[src/rtl/mem_access_unit_if.sv]
// Data-memory bus between the MEM-stage initiator (master) and the memory side (slave).
interface mem_access_unit_if #(
  parameter int unsigned ADDR_W = 32
);
  logic              req_valid;
  logic              req_ready;
  logic              req_write;
  logic [ADDR_W-1:0] req_addr;
  logic [31:0]       req_wdata;
  logic [3:0]        req_wstrb;
  logic              resp_valid;
  logic              resp_ready;
  logic [31:0]       resp_rdata;

  modport master (
    output req_valid, req_write, req_addr, req_wdata, req_wstrb, resp_ready,
    input  req_ready, resp_valid, resp_rdata
  );

  modport slave (
    input  req_valid, req_write, req_addr, req_wdata, req_wstrb, resp_ready,
    output req_ready, resp_valid, resp_rdata
  );
endinterface

[src/rtl/mem_access_unit.sv]
// MEM-stage data-memory initiator: one bus request per load/store, load formatting, mem_done hold.
// Optional macro MISALIGN_TRAP_EN: trap misaligned accesses instead of issuing them force-aligned.
module mem_access_unit #(
  parameter int unsigned ADDR_W   = 32,
  parameter logic [4:0]  OP_LOAD  = 5'b00000,
  parameter logic [4:0]  OP_STORE = 5'b01000
) (
  input  logic        clk,
  input  logic        rst,
  input  logic        if_done,
  input  logic [4:0]  mem_op,
  input  logic [2:0]  mem_func3,
  input  logic [31:0] mem_addr,
  input  logic [31:0] mem_wdata,
  output logic        mem_done,
  output logic [31:0] mem_read_data,
  output logic        mem_misalign,
  mem_access_unit_if.master bus
);

  typedef enum logic [1:0] {IDLE, REQ, RESP, DONE} state_e;

  state_e            state_q, state_d;
  logic              req_valid_q, req_valid_d;
  logic              req_write_q, req_write_d;
  logic              resp_ready_q, resp_ready_d;
  logic [ADDR_W-1:0] req_addr_q, req_addr_d;
  logic [31:0]       req_wdata_q, req_wdata_d;
  logic [3:0]        req_wstrb_q, req_wstrb_d;
  logic [31:0]       rdata_q, rdata_d;
  logic              misalign_q, misalign_d;
  logic [2:0]        func3_q, func3_d;
  logic [1:0]        off_q, off_d;

  logic is_load, is_store, adv;

  function automatic logic [31:0] fmt_load(input logic [2:0] f3, input logic [1:0] off,
                                           input logic [31:0] w);
    logic [7:0]  b;
    logic [15:0] h;
    logic [31:0] r;
    case (off)
      2'd0:    b = w[7:0];
      2'd1:    b = w[15:8];
      2'd2:    b = w[23:16];
      default: b = w[31:24];
    endcase
    h = off[1] ? w[31:16] : w[15:0];
    case (f3)
      3'b000:  r = {{24{b[7]}}, b};
      3'b100:  r = {24'h0, b};
      3'b001:  r = {{16{h[15]}}, h};
      3'b101:  r = {16'h0, h};
      default: r = w;
    endcase
    return r;
  endfunction

  function automatic logic [3:0] st_strb(input logic [2:0] f3, input logic [1:0] off);
    logic [3:0] s;
    case (f3)
      3'b000:  s = 4'b0001 << off;
      3'b001:  s = off[1] ? 4'b1100 : 4'b0011;
      default: s = 4'b1111;
    endcase
    return s;
  endfunction

  function automatic logic [31:0] st_wdata(input logic [2:0] f3, input logic [31:0] d);
    logic [31:0] r;
    case (f3)
      3'b000:  r = {4{d[7:0]}};
      3'b001:  r = {2{d[15:0]}};
      default: r = d;
    endcase
    return r;
  endfunction

`ifdef MISALIGN_TRAP_EN
  // Loads encode size in func3[1:0] (bit 2 is unsigned); stores only know SB/SH, the rest is word.
  function automatic logic misaligned(input logic ld, input logic [2:0] f3, input logic [1:0] off);
    logic half, word;
    if (ld) begin
      half = (f3[1:0] == 2'b01);
      word = f3[1];
    end else begin
      half = (f3 == 3'b001);
      word = (f3 != 3'b000) && (f3 != 3'b001);
    end
    return (half && off[0]) || (word && (off != 2'b00));
  endfunction
`endif

  assign is_load  = (mem_op == OP_LOAD);
  assign is_store = (mem_op == OP_STORE);
  assign mem_done = (state_q == DONE) || ((state_q == IDLE) && !is_load && !is_store);
  assign adv      = if_done && mem_done;

  // Next-state and registered-output logic.
  always_comb begin
    state_d      = state_q;
    req_valid_d  = req_valid_q;
    req_write_d  = req_write_q;
    resp_ready_d = resp_ready_q;
    req_addr_d   = req_addr_q;
    req_wdata_d  = req_wdata_q;
    req_wstrb_d  = req_wstrb_q;
    rdata_d      = rdata_q;
    misalign_d   = misalign_q;
    func3_d      = func3_q;
    off_d        = off_q;

    case (state_q)
      IDLE: begin
        if (is_load || is_store) begin
          req_write_d = is_store;
          req_addr_d  = ADDR_W'({mem_addr[31:2], 2'b00});
          req_wdata_d = st_wdata(mem_func3, mem_wdata);
          req_wstrb_d = is_store ? st_strb(mem_func3, mem_addr[1:0]) : 4'b0000;
          func3_d     = mem_func3;
          off_d       = mem_addr[1:0];
`ifdef MISALIGN_TRAP_EN
          if (misaligned(is_load, mem_func3, mem_addr[1:0])) begin
            misalign_d = 1'b1;
            rdata_d    = 32'h0;
            state_d    = DONE;
          end else begin
            req_valid_d = 1'b1;
            state_d     = REQ;
          end
`else
          req_valid_d = 1'b1;
          state_d     = REQ;
`endif
        end
      end
      REQ: begin
        if (bus.req_ready) begin
          req_valid_d  = 1'b0;
          resp_ready_d = 1'b1;
          state_d      = RESP;
        end
      end
      RESP: begin
        if (bus.resp_valid) begin
          resp_ready_d = 1'b0;
          if (!req_write_q) rdata_d = fmt_load(func3_q, off_q, bus.resp_rdata);
          state_d = DONE;
        end
      end
      DONE: begin
        if (adv) begin
          misalign_d = 1'b0;
          state_d    = IDLE;
        end
      end
      default: state_d = IDLE;
    endcase
  end

  always_ff @(posedge clk or posedge rst) begin
    if (rst) begin
      state_q      <= IDLE;
      req_valid_q  <= 1'b0;
      req_write_q  <= 1'b0;
      resp_ready_q <= 1'b0;
      req_addr_q   <= '0;
      req_wdata_q  <= 32'h0;
      req_wstrb_q  <= 4'b0000;
      rdata_q      <= 32'h0;
      misalign_q   <= 1'b0;
      func3_q      <= 3'b000;
      off_q        <= 2'b00;
    end else begin
      state_q      <= state_d;
      req_valid_q  <= req_valid_d;
      req_write_q  <= req_write_d;
      resp_ready_q <= resp_ready_d;
      req_addr_q   <= req_addr_d;
      req_wdata_q  <= req_wdata_d;
      req_wstrb_q  <= req_wstrb_d;
      rdata_q      <= rdata_d;
      misalign_q   <= misalign_d;
      func3_q      <= func3_d;
      off_q        <= off_d;
    end
  end

  assign bus.req_valid  = req_valid_q;
  assign bus.req_write  = req_write_q;
  assign bus.req_addr   = req_addr_q;
  assign bus.req_wdata  = req_wdata_q;
  assign bus.req_wstrb  = req_wstrb_q;
  assign bus.resp_ready = resp_ready_q;
  assign mem_read_data  = rdata_q;
  assign mem_misalign   = misalign_q;

endmodule

[src/flat_wrapper.sv]
// flat-port wrapper written by rule: the top's interface ports become plain ports
module mem_access_unit_flat 
#(
  parameter int unsigned ADDR_W   = 32,
  parameter logic [4:0]  OP_LOAD  = 5'b00000,
  parameter logic [4:0]  OP_STORE = 5'b01000
)
  (clk, rst, if_done, mem_op, mem_func3, mem_addr, mem_wdata, mem_done, mem_read_data, mem_misalign, bus_req_valid, bus_req_write, bus_req_addr, bus_req_wdata, bus_req_wstrb, bus_resp_ready, bus_req_ready, bus_resp_valid, bus_resp_rdata);
  mem_access_unit_if #(.ADDR_W(ADDR_W)) bus_i ();
  input  logic clk;
  input  logic rst;
  input  logic if_done;
  input  logic [4:0] mem_op;
  input  logic [2:0] mem_func3;
  input  logic [31:0] mem_addr;
  input  logic [31:0] mem_wdata;
  output logic mem_done;
  output logic [31:0] mem_read_data;
  output logic mem_misalign;
  output wire logic [$bits(bus_i.req_valid)-1:0] bus_req_valid;
  output wire logic [$bits(bus_i.req_write)-1:0] bus_req_write;
  output wire logic [$bits(bus_i.req_addr)-1:0] bus_req_addr;
  output wire logic [$bits(bus_i.req_wdata)-1:0] bus_req_wdata;
  output wire logic [$bits(bus_i.req_wstrb)-1:0] bus_req_wstrb;
  output wire logic [$bits(bus_i.resp_ready)-1:0] bus_resp_ready;
  input wire logic [$bits(bus_i.req_ready)-1:0] bus_req_ready;
  input wire logic [$bits(bus_i.resp_valid)-1:0] bus_resp_valid;
  input wire logic [$bits(bus_i.resp_rdata)-1:0] bus_resp_rdata;
  assign bus_req_valid = bus_i.req_valid;
  assign bus_req_write = bus_i.req_write;
  assign bus_req_addr = bus_i.req_addr;
  assign bus_req_wdata = bus_i.req_wdata;
  assign bus_req_wstrb = bus_i.req_wstrb;
  assign bus_resp_ready = bus_i.resp_ready;
  assign bus_i.req_ready = bus_req_ready;
  assign bus_i.resp_valid = bus_resp_valid;
  assign bus_i.resp_rdata = bus_resp_rdata;
  mem_access_unit #(.ADDR_W(ADDR_W), .OP_LOAD(OP_LOAD), .OP_STORE(OP_STORE)) u_core (.clk(clk), .rst(rst), .if_done(if_done), .mem_op(mem_op), .mem_func3(mem_func3), .mem_addr(mem_addr), .mem_wdata(mem_wdata), .mem_done(mem_done), .mem_read_data(mem_read_data), .mem_misalign(mem_misalign), .bus(bus_i));
endmodule
[config.mk]
export PLATFORM = sky130hd
export DESIGN_NAME = mem_access_unit_flat
export DESIGN_NICKNAME = d
export VERILOG_FILES = /design/src/rtl/mem_access_unit_if.sv /design/src/rtl/mem_access_unit.sv /design/src/flat_wrapper.sv
export SDC_FILE = /design/constraint.sdc
export NUM_CORES = 1
export LEC_CHECK = 0
export ABC_AREA = 1
export ABC_CLOCK_PERIOD_IN_PS = 6450
export CAP_MARGIN = 20
export CORE_ASPECT_RATIO = 1.25
export CORE_MARGIN = 8
export CORE_UTILIZATION = 40
export CTS_BUF_LIST = sky130_fd_sc_hd__clkbuf_16
export DETAILED_ROUTE_END_ITERATION = 10
export PLACE_DENSITY_LB_ADDON = 0.25
export SYNTH_ARGS = -nofsm -noshare
export SYNTH_HDL_FRONTEND = slang
export SYNTH_SLANG_ARGS = --single-unit
[constraint.sdc]
create_clock -name clk -period 6.45 [get_ports clk]
set_input_delay 1.29 -clock clk [delete_from_list [all_inputs] [get_ports clk]]
set_output_delay 1.29 -clock clk [all_outputs]
set_load 0.05 [all_outputs]
=== Yosys cells after proc, flatten, opt, wreduce, memory -nomap -nowiden ===
Cells that the tools add are included.

* Memory bits (writable): 0
* Memories: 0
* Word-level logic and storage cells: 63
* Bits in latches: 0
* Output and inout port bits: 105
* Bits in read-only memories: 0
* Flip-flop bits (word level): 108

* $lt $le $gt $ge: 0
* Eq/ne operators: 14
* Multiply operators: 0
* Bitwise logic cells: 1
* Reduce and logical (&&, ||, !) cells: 19
* Mux-type cells: 18
* Div/mod/pow operators: 0
* Shift operators: 1
* Add/sub/neg operators: 0

{| class="wikitable"
|+ Operator list
! operator !! count
|-
| case mux 32 bit (4 select lines) || 1
|-
| case mux 32 bit (2 select lines) || 1
|-
| case mux 8 bit (3 select lines) || 1
|-
| 2-to-1 mux 16 bit || 1
|-
| AND reduction 3 bit || 3
|-
| 2-to-1 mux 2 bit || 4
|-
| 2-to-1 mux 4 bit || 2
|-
| case mux 2 bit (4 select lines) || 1
|-
| case mux 4 bit (2 select lines) || 1
|-
| equality test 2 bit, second input constant || 3
|-
| equality test 3 x 1 -> 1 bit, second input constant || 2
|-
| equality test 3 bit, second input constant || 2
|-
| logical NOT 3 bit || 2
|-
| inequality test 2 bit, second input constant || 3
|-
| equality test 5 x 4 -> 1 bit, second input constant || 1
|-
| logical NOT 5 bit || 1
|-
| equality test 2 x 1 -> 1 bit, second input constant || 2
|-
| logical NOT 2 bit || 2
|-
| 2-to-1 mux 1 bit || 4
|-
| case mux 1 bit (2 select lines) || 2
|-
| AND reduction 4 bit || 1
|-
| nonzero test 2 bit || 2
|-
| << shifter 1 x 2 -> 4 bit, first input constant || 1
|-
| logical AND 1 bit || 3
|-
| other kinds (5) || 7
|}

=== Depth between registers and ports, before layout ===
* Depth after elaboration: 8
* Depth in mapped cells: 9
* Gate-level depth less buffers: 8

=== Worst setup path after synthesis ===
OpenSTA, ideal clock, no wires.

* Kind: input port to output port
* From: in mem_op[4]
* To: out mem_done
* Slack: 3.334 ns
* Arrival time: 1.826 ns
* Buffers on the path: 0
* Stages on the path: 4
* Required time: 5.160 ns
* Cell sequence: nor2_1 nand2_1 nand2_1 nand2_1

* Cells in the longest elaborated chain, start to end: 5
* Elaborated cells on any way between the ends: 7

{| class="wikitable"
|+ RTL lines
! item !! RTL line !! text
|-
| start: declaration || flat_wrapper.sv:13 || <nowiki>input logic [4:0] mem_op;</nowiki>
|-
| logical NOT 5 bit || mem_access_unit.sv:94 || <nowiki>assign is_load = (mem_op == OP_LOAD);</nowiki>
|-
| logical NOT 1 bit || mem_access_unit.sv:96 || <nowiki>assign mem_done = (state_q == DONE) || ((state_q == IDLE) && !is_load && !is_store);</nowiki>
|-
| logical AND 1 bit || mem_access_unit.sv:96 ||
|-
| logical AND 1 bit * || mem_access_unit.sv:96 ||
|-
| logical OR 1 bit * || mem_access_unit.sv:96 ||
|-
| end: declaration || flat_wrapper.sv:17 || <nowiki>output logic mem_done;</nowiki>
|}

Mark *: on every way between the ends. The rest lies on a longest branch, timed or not.

=== Worst setup path after layout ===
Same ends and word-level chain as after synthesis.

==> impl_metrics.prom <==
# TYPE chip_impl_metric gauge
chip_impl_metric{name="path_depth",unit=""} 6
chip_impl_metric{name="floorplan.die.height",unit="microns"} 143
chip_impl_metric{name="num_antenna_cells",unit=""} 0
chip_impl_info{name="run_status",value="complete, no violations"} 1
chip_impl_metric{name="clk-insertion-delay-late",unit="ps"} 340
chip_impl_metric{name="route.detailed.vias_per_inst",unit=""} 4.94
chip_impl_metric{name="router_iterations_before_antenna_repair",unit=""} 5
chip_impl_metric{name="fill_cells",unit=""} 1102
chip_impl_metric{name="placeableCoreArea",unit="sq um"} 12600
chip_impl_metric{name="ff2ff_path_depth",unit=""} 8
chip_impl_metric{name="final.setup_skew",unit="ps"} 5.44
chip_impl_metric{name="vias",unit=""} 4982
chip_impl_info{name="min-delay-start",value="u_core.bus.req_wdata[0]$_DFFE_PP0P_"} 1
chip_impl_metric{name="setup_tns",unit="ps"} 0
chip_impl_metric{name="wl_per_instance",unit="microns"} 16.9
chip_impl_metric{name="overflow_left_after_global_routing",unit=""} 0
chip_impl_metric{name="yosys_register_bits",unit=""} 108
chip_impl_metric{name="antenna_left",unit=""} 0
chip_impl_metric{name="critPathMaxStageDelay",unit="ps"} 800
chip_impl_metric{name="wl",unit="microns"} 17000
chip_impl_metric{name="cts_num_sinks",unit=""} 108
chip_impl_info{name="timing.critical_path.to_type",value="output port"} 1
chip_impl_info{name="clock_root_buffer",value="clkbuf_16"} 1
chip_impl_metric{name="timing.critical_path.required",unit="ps"} 5160
chip_impl_metric{name="cts.repair.resized",unit=""} 0
chip_impl_metric{name="area.sequential",unit="sq um"} 2700
chip_impl_metric{name="period_minus_slack",unit="ps"} 4100
chip_impl_metric{name="grt_pass1_wl",unit="microns"} 27000
chip_impl_metric{name="post-dp-hpwl",unit="microns"} 12500
chip_impl_metric{name="syn-mean-instance-area",unit="sq um"} 8.02
chip_impl_metric{name="ys_seq_area_frac",unit=""} 0.525
chip_impl_metric{name="finalSetupViolCount",unit=""} 0
chip_impl_metric{name="multi_input_area",unit="sq um"} 2080
chip_impl_metric{name="antenna_found_initial",unit=""} 0
chip_impl_info{name="setup.worst_path.class",value="in -> out"} 1
chip_impl_metric{name="drive_gt1_frac",unit=""} 0.0488
chip_impl_metric{name="synth_cell_type_count",unit=""} 33
chip_impl_metric{name="yosysWarningCount",unit=""} 0
chip_impl_info{name="rsz0062_at_grt",value="no"} 1
chip_impl_metric{name="irDropWorstVdd",unit="V"} 0.000344
chip_impl_metric{name="flop_to_flop_setup_slack",unit="ps"} 3970
chip_impl_metric{name="post-route-period-util",unit=""} 0.635
chip_impl_metric{name="f_max",unit="GHz"} 0.244
chip_impl_metric{name="die_width",unit="microns"} 117
chip_impl_metric{name="cts_inserted_buffers",unit=""} 9
chip_impl_metric{name="preCtsSetupSlack",unit="ps"} 2350
chip_impl_metric{name="powerDensity",unit="nW/um^2"} 582
chip_impl_info{name="tritoncts",value="built"} 1
chip_impl_info{name="holdCritPathClass",value="reg -> reg"} 1
chip_impl_metric{name="whs_path_depth",unit=""} 2
chip_impl_metric{name="worst_pin_slew",unit="ps"} 751
chip_impl_info{name="crit_path_cell_trace",value="clkdlybuf4s50_1 > nor2_1 > nand2_1 > nand2_1 > nand2_1 > clkdlybuf4s50_1"} 1
chip_impl_info{name="crit_slowest_cell",value="clkdlybuf4s50_1"} 1
chip_impl_metric{name="synth.cell_area",unit="sq um"} 5150
chip_impl_metric{name="start_util",unit=""} 0.408
chip_impl_metric{name="crit_arrival",unit="ps"} 2810
chip_impl_info{name="min_delay_worst_endpoint",value="u_core.bus.req_wdata[0]$_DFFE_PP0P_"} 1
chip_impl_metric{name="post-cts-setup-buffer-count",unit=""} 0
chip_impl_metric{name="layout_stage_area_growth_over_the_synthesis_result",unit="%"} 48.6
chip_impl_info{name="cpLargestDelayFamily",value="buffers and inverters"} 1
chip_impl_metric{name="largest_net_degree_at_the_start_of_global_routing",unit=""} 77
chip_impl_metric{name="die_ar",unit="sq um"} 16800
chip_impl_metric{name="timing_hold_violations_final",unit=""} 0
chip_impl_metric{name="drcViolationCount",unit=""} 0
chip_impl_info{name="critical-path-top-cell-by-count",value="nand2_1"} 1
chip_impl_metric{name="cap_violations",unit=""} 0
chip_impl_metric{name="io_pins",unit=""} 214
chip_impl_info{name="timing.rr.start",value="u_core.state_q[0]$_DFFE_PP0P_"} 1
chip_impl_metric{name="maximum_count_of_clock_buffers_along_a_single_path",unit=""} 2
chip_impl_metric{name="critPathMaxFanout",unit=""} 3
chip_impl_info{name="critical_path.startpoint",value="mem_op[4]"} 1
chip_impl_metric{name="number_of_input_and_output_port_buffers_inserted",unit=""} 210
chip_impl_metric{name="grt_pass1_vias",unit=""} 5270
chip_impl_metric{name="netlist_instances",unit=""} 642
chip_impl_metric{name="static-leakage-power",unit="nW"} 3.62
chip_impl_metric{name="rows",unit=""} 46
chip_impl_metric{name="place.gp.congestion",unit=""} 0.857
chip_impl_metric{name="worst_setup_hold_path_clk_slew",unit="ps"} 70
chip_impl_metric{name="post_cts_hold_buffer_count",unit=""} 0
chip_impl_metric{name="max-slew-margin-rel",unit=""} 0.499
chip_impl_metric{name="nets",unit=""} 948
chip_impl_metric{name="postLayoutSetupSlackWorst",unit="ps"} 2350
chip_impl_metric{name="drt-initial-drc-count",unit=""} 213
chip_impl_metric{name="grtUsageTotal",unit=""} 0.199
chip_impl_metric{name="cts_max_level",unit=""} 3
chip_impl_info{name="reg2reg_to",value="u_core.bus.req_wstrb[2]$_DFFE_PP0P_"} 1
chip_impl_metric{name="critical_path_buf_inv_count",unit=""} 2
chip_impl_info{name="worst_setup_path_start_kind",value="primary input"} 1
chip_impl_metric{name="hold_slack",unit="ps"} 481
chip_impl_metric{name="timing_max_transition_violations_final",unit=""} 0
[area by class of cell]
class                      instances  share of cell area
tap                              168              0.0275
clock buffer                       9              0.0295
sequential                       108               0.353
inverter                          49              0.0244
multi-input combinational        452               0.272
clock inverter                     7             0.00884
timing repair buffer             215               0.284
[how the worst max path moves through the flow]
stage / slack, ps / endpoint
2_1_floorplan: 2310 / u_core.bus.req_addr[10]$_DFFE_PP0P_
5_1_grt: 2290 / mem_done
6_report: 2350 / mem_done
3_3_place_gp: 2370 / mem_done
3_5_place_dp: 2350 / mem_done
4_1_cts: 2350 / mem_done
[power breakdown]
group          internal (mW)  total [mW]  switching, mW
Sequential              1.01        1.24          0.235
Clock                  0.300       0.550          0.249
Combinational          0.869        2.66           1.79
[sequential cells by signal, summed over array words and instances, names as in the netlist]
signal	count
u_core.bus.req_addr	30
u_core.bus.req_valid	1
u_core.bus.req_wdata	32
u_core.bus.req_write	1
u_core.bus.req_wstrb	4
u_core.bus.resp_ready	1
u_core.func3_q	3
u_core.mem_read_data	32
u_core.off_q	2
u_core.state_q	2
[Yosys cell counts]
cell / instances / area, sq um
nor3_1: 2 / 10.0
o22ai_1: 8 / 50.1
inv_1: 45 / 169
o211ai_1: 2 / 15.0
buf_2: 14 / 70.1
ha_1: 4 / 50.1
or2_0: 1 / 6.26
o22a_1: 8 / 70.1
o21ai_0: 36 / 180
clkbuf_1: 10 / 37.5
nand3_1: 6 / 30.0
inv_2: 4 / 15.0
nand2_4: 1 / 11.3
nand2_2: 1 / 6.26
nor2_2: 1 / 6.26
nor2_8: 1 / 20.0
o21ai_1: 5 / 25.0
o21a_1: 1 / 7.51
buf_6: 3 / 33.8
o31ai_1: 9 / 67.6
o21bai_1: 1 / 7.51
conb_1: 1 / 3.75
a31oi_1: 2 / 12.5
nor2_1: 49 / 184
nand4_1: 2 / 12.5
nor2_4: 1 / 11.3
a21oi_1: 52 / 260
dfrtp_1: 108 / 2700
nand3_2: 2 / 20.0
nand2_1: 244 / 916
buf_1: 3 / 11.3
buf_4: 5 / 37.5
a21oi_2: 10 / 87.6
[kinds of logic (layout without fill, tap and decap cells)]
family | after synthesis | count (layout) | share of synthesized area
compound gates | 134 | 134 | 0.152
fa+ha+maj | 4 | 4 | 0.00972
buf+inv | 84 | 280 | 0.0727
flops | 108 | 108 | 0.525
other cells | 1 | 3 | 0.000729
simple gates | 311 | 311 | 0.240
[worst register-to-register path: cells and delay by family (launching register included)]
kind / cells / cell delay (ps)
compound gates: 1 / 100
fa+ha+maj: 1 / 240
buf+inv: 4 / 1400
flops: 1 / 380
simple gates: 2 / 250
[layout by cell type (no fill, tap or decap), drive strengths merged]
cell type / Yosys / layout
nand2: 246 / 246
clkdlybuf4s50: 0 / 210
dfrtp: 108 / 108
a21oi: 62 / 62
nor2: 52 / 52
inv: 49 / 51
o21ai: 41 / 41
o31ai: 9 / 9
clkbuf: 10 / 9
o22ai: 8 / 8
o22a: 8 / 8
nand3: 8 / 8
buf: 25 / 5
ha: 4 / 4
clkinv: 0 / 4
conb: 1 / 3
o211ai: 2 / 2
a31oi: 2 / 2
nor3: 2 / 2
nand4: 2 / 2
o21a: 1 / 1
o21bai: 1 / 1
or2: 1 / 1
bufinv: 0 / 1
[through the flow]
step / power [mW] / cells / utilization / cell area, sq um
finish: 4.45 / 1008 / 0.607 / 7650
global placement: 3.85 / 990 / 0.580 / 7310
detailed placement: 3.90 / 990 / 0.580 / 7310
floorplan: 2.97 / 644 / - / 5150
global route: 4.70 / 1008 / 0.607 / 7650
CTS: 4.47 / 1006 / 0.603 / 7600
[metal layers]
layer | global-route usage | routed length [microns] | vias to the layer above | part of all wire
met1 | 0.202 | 6170 | 2339 | 0.36
met3 | 0.0925 | 1800 | 26 | 0.11
met5 | 0 | 0 | - | 0
met4 | 0.0851 | 507 | 0 | 0.030
li1 | - | - | 2426 | -
met2 | 0.347 | 8560 | 191 | 0.50
No activity file was read; power rests on OpenSTA's default activity.
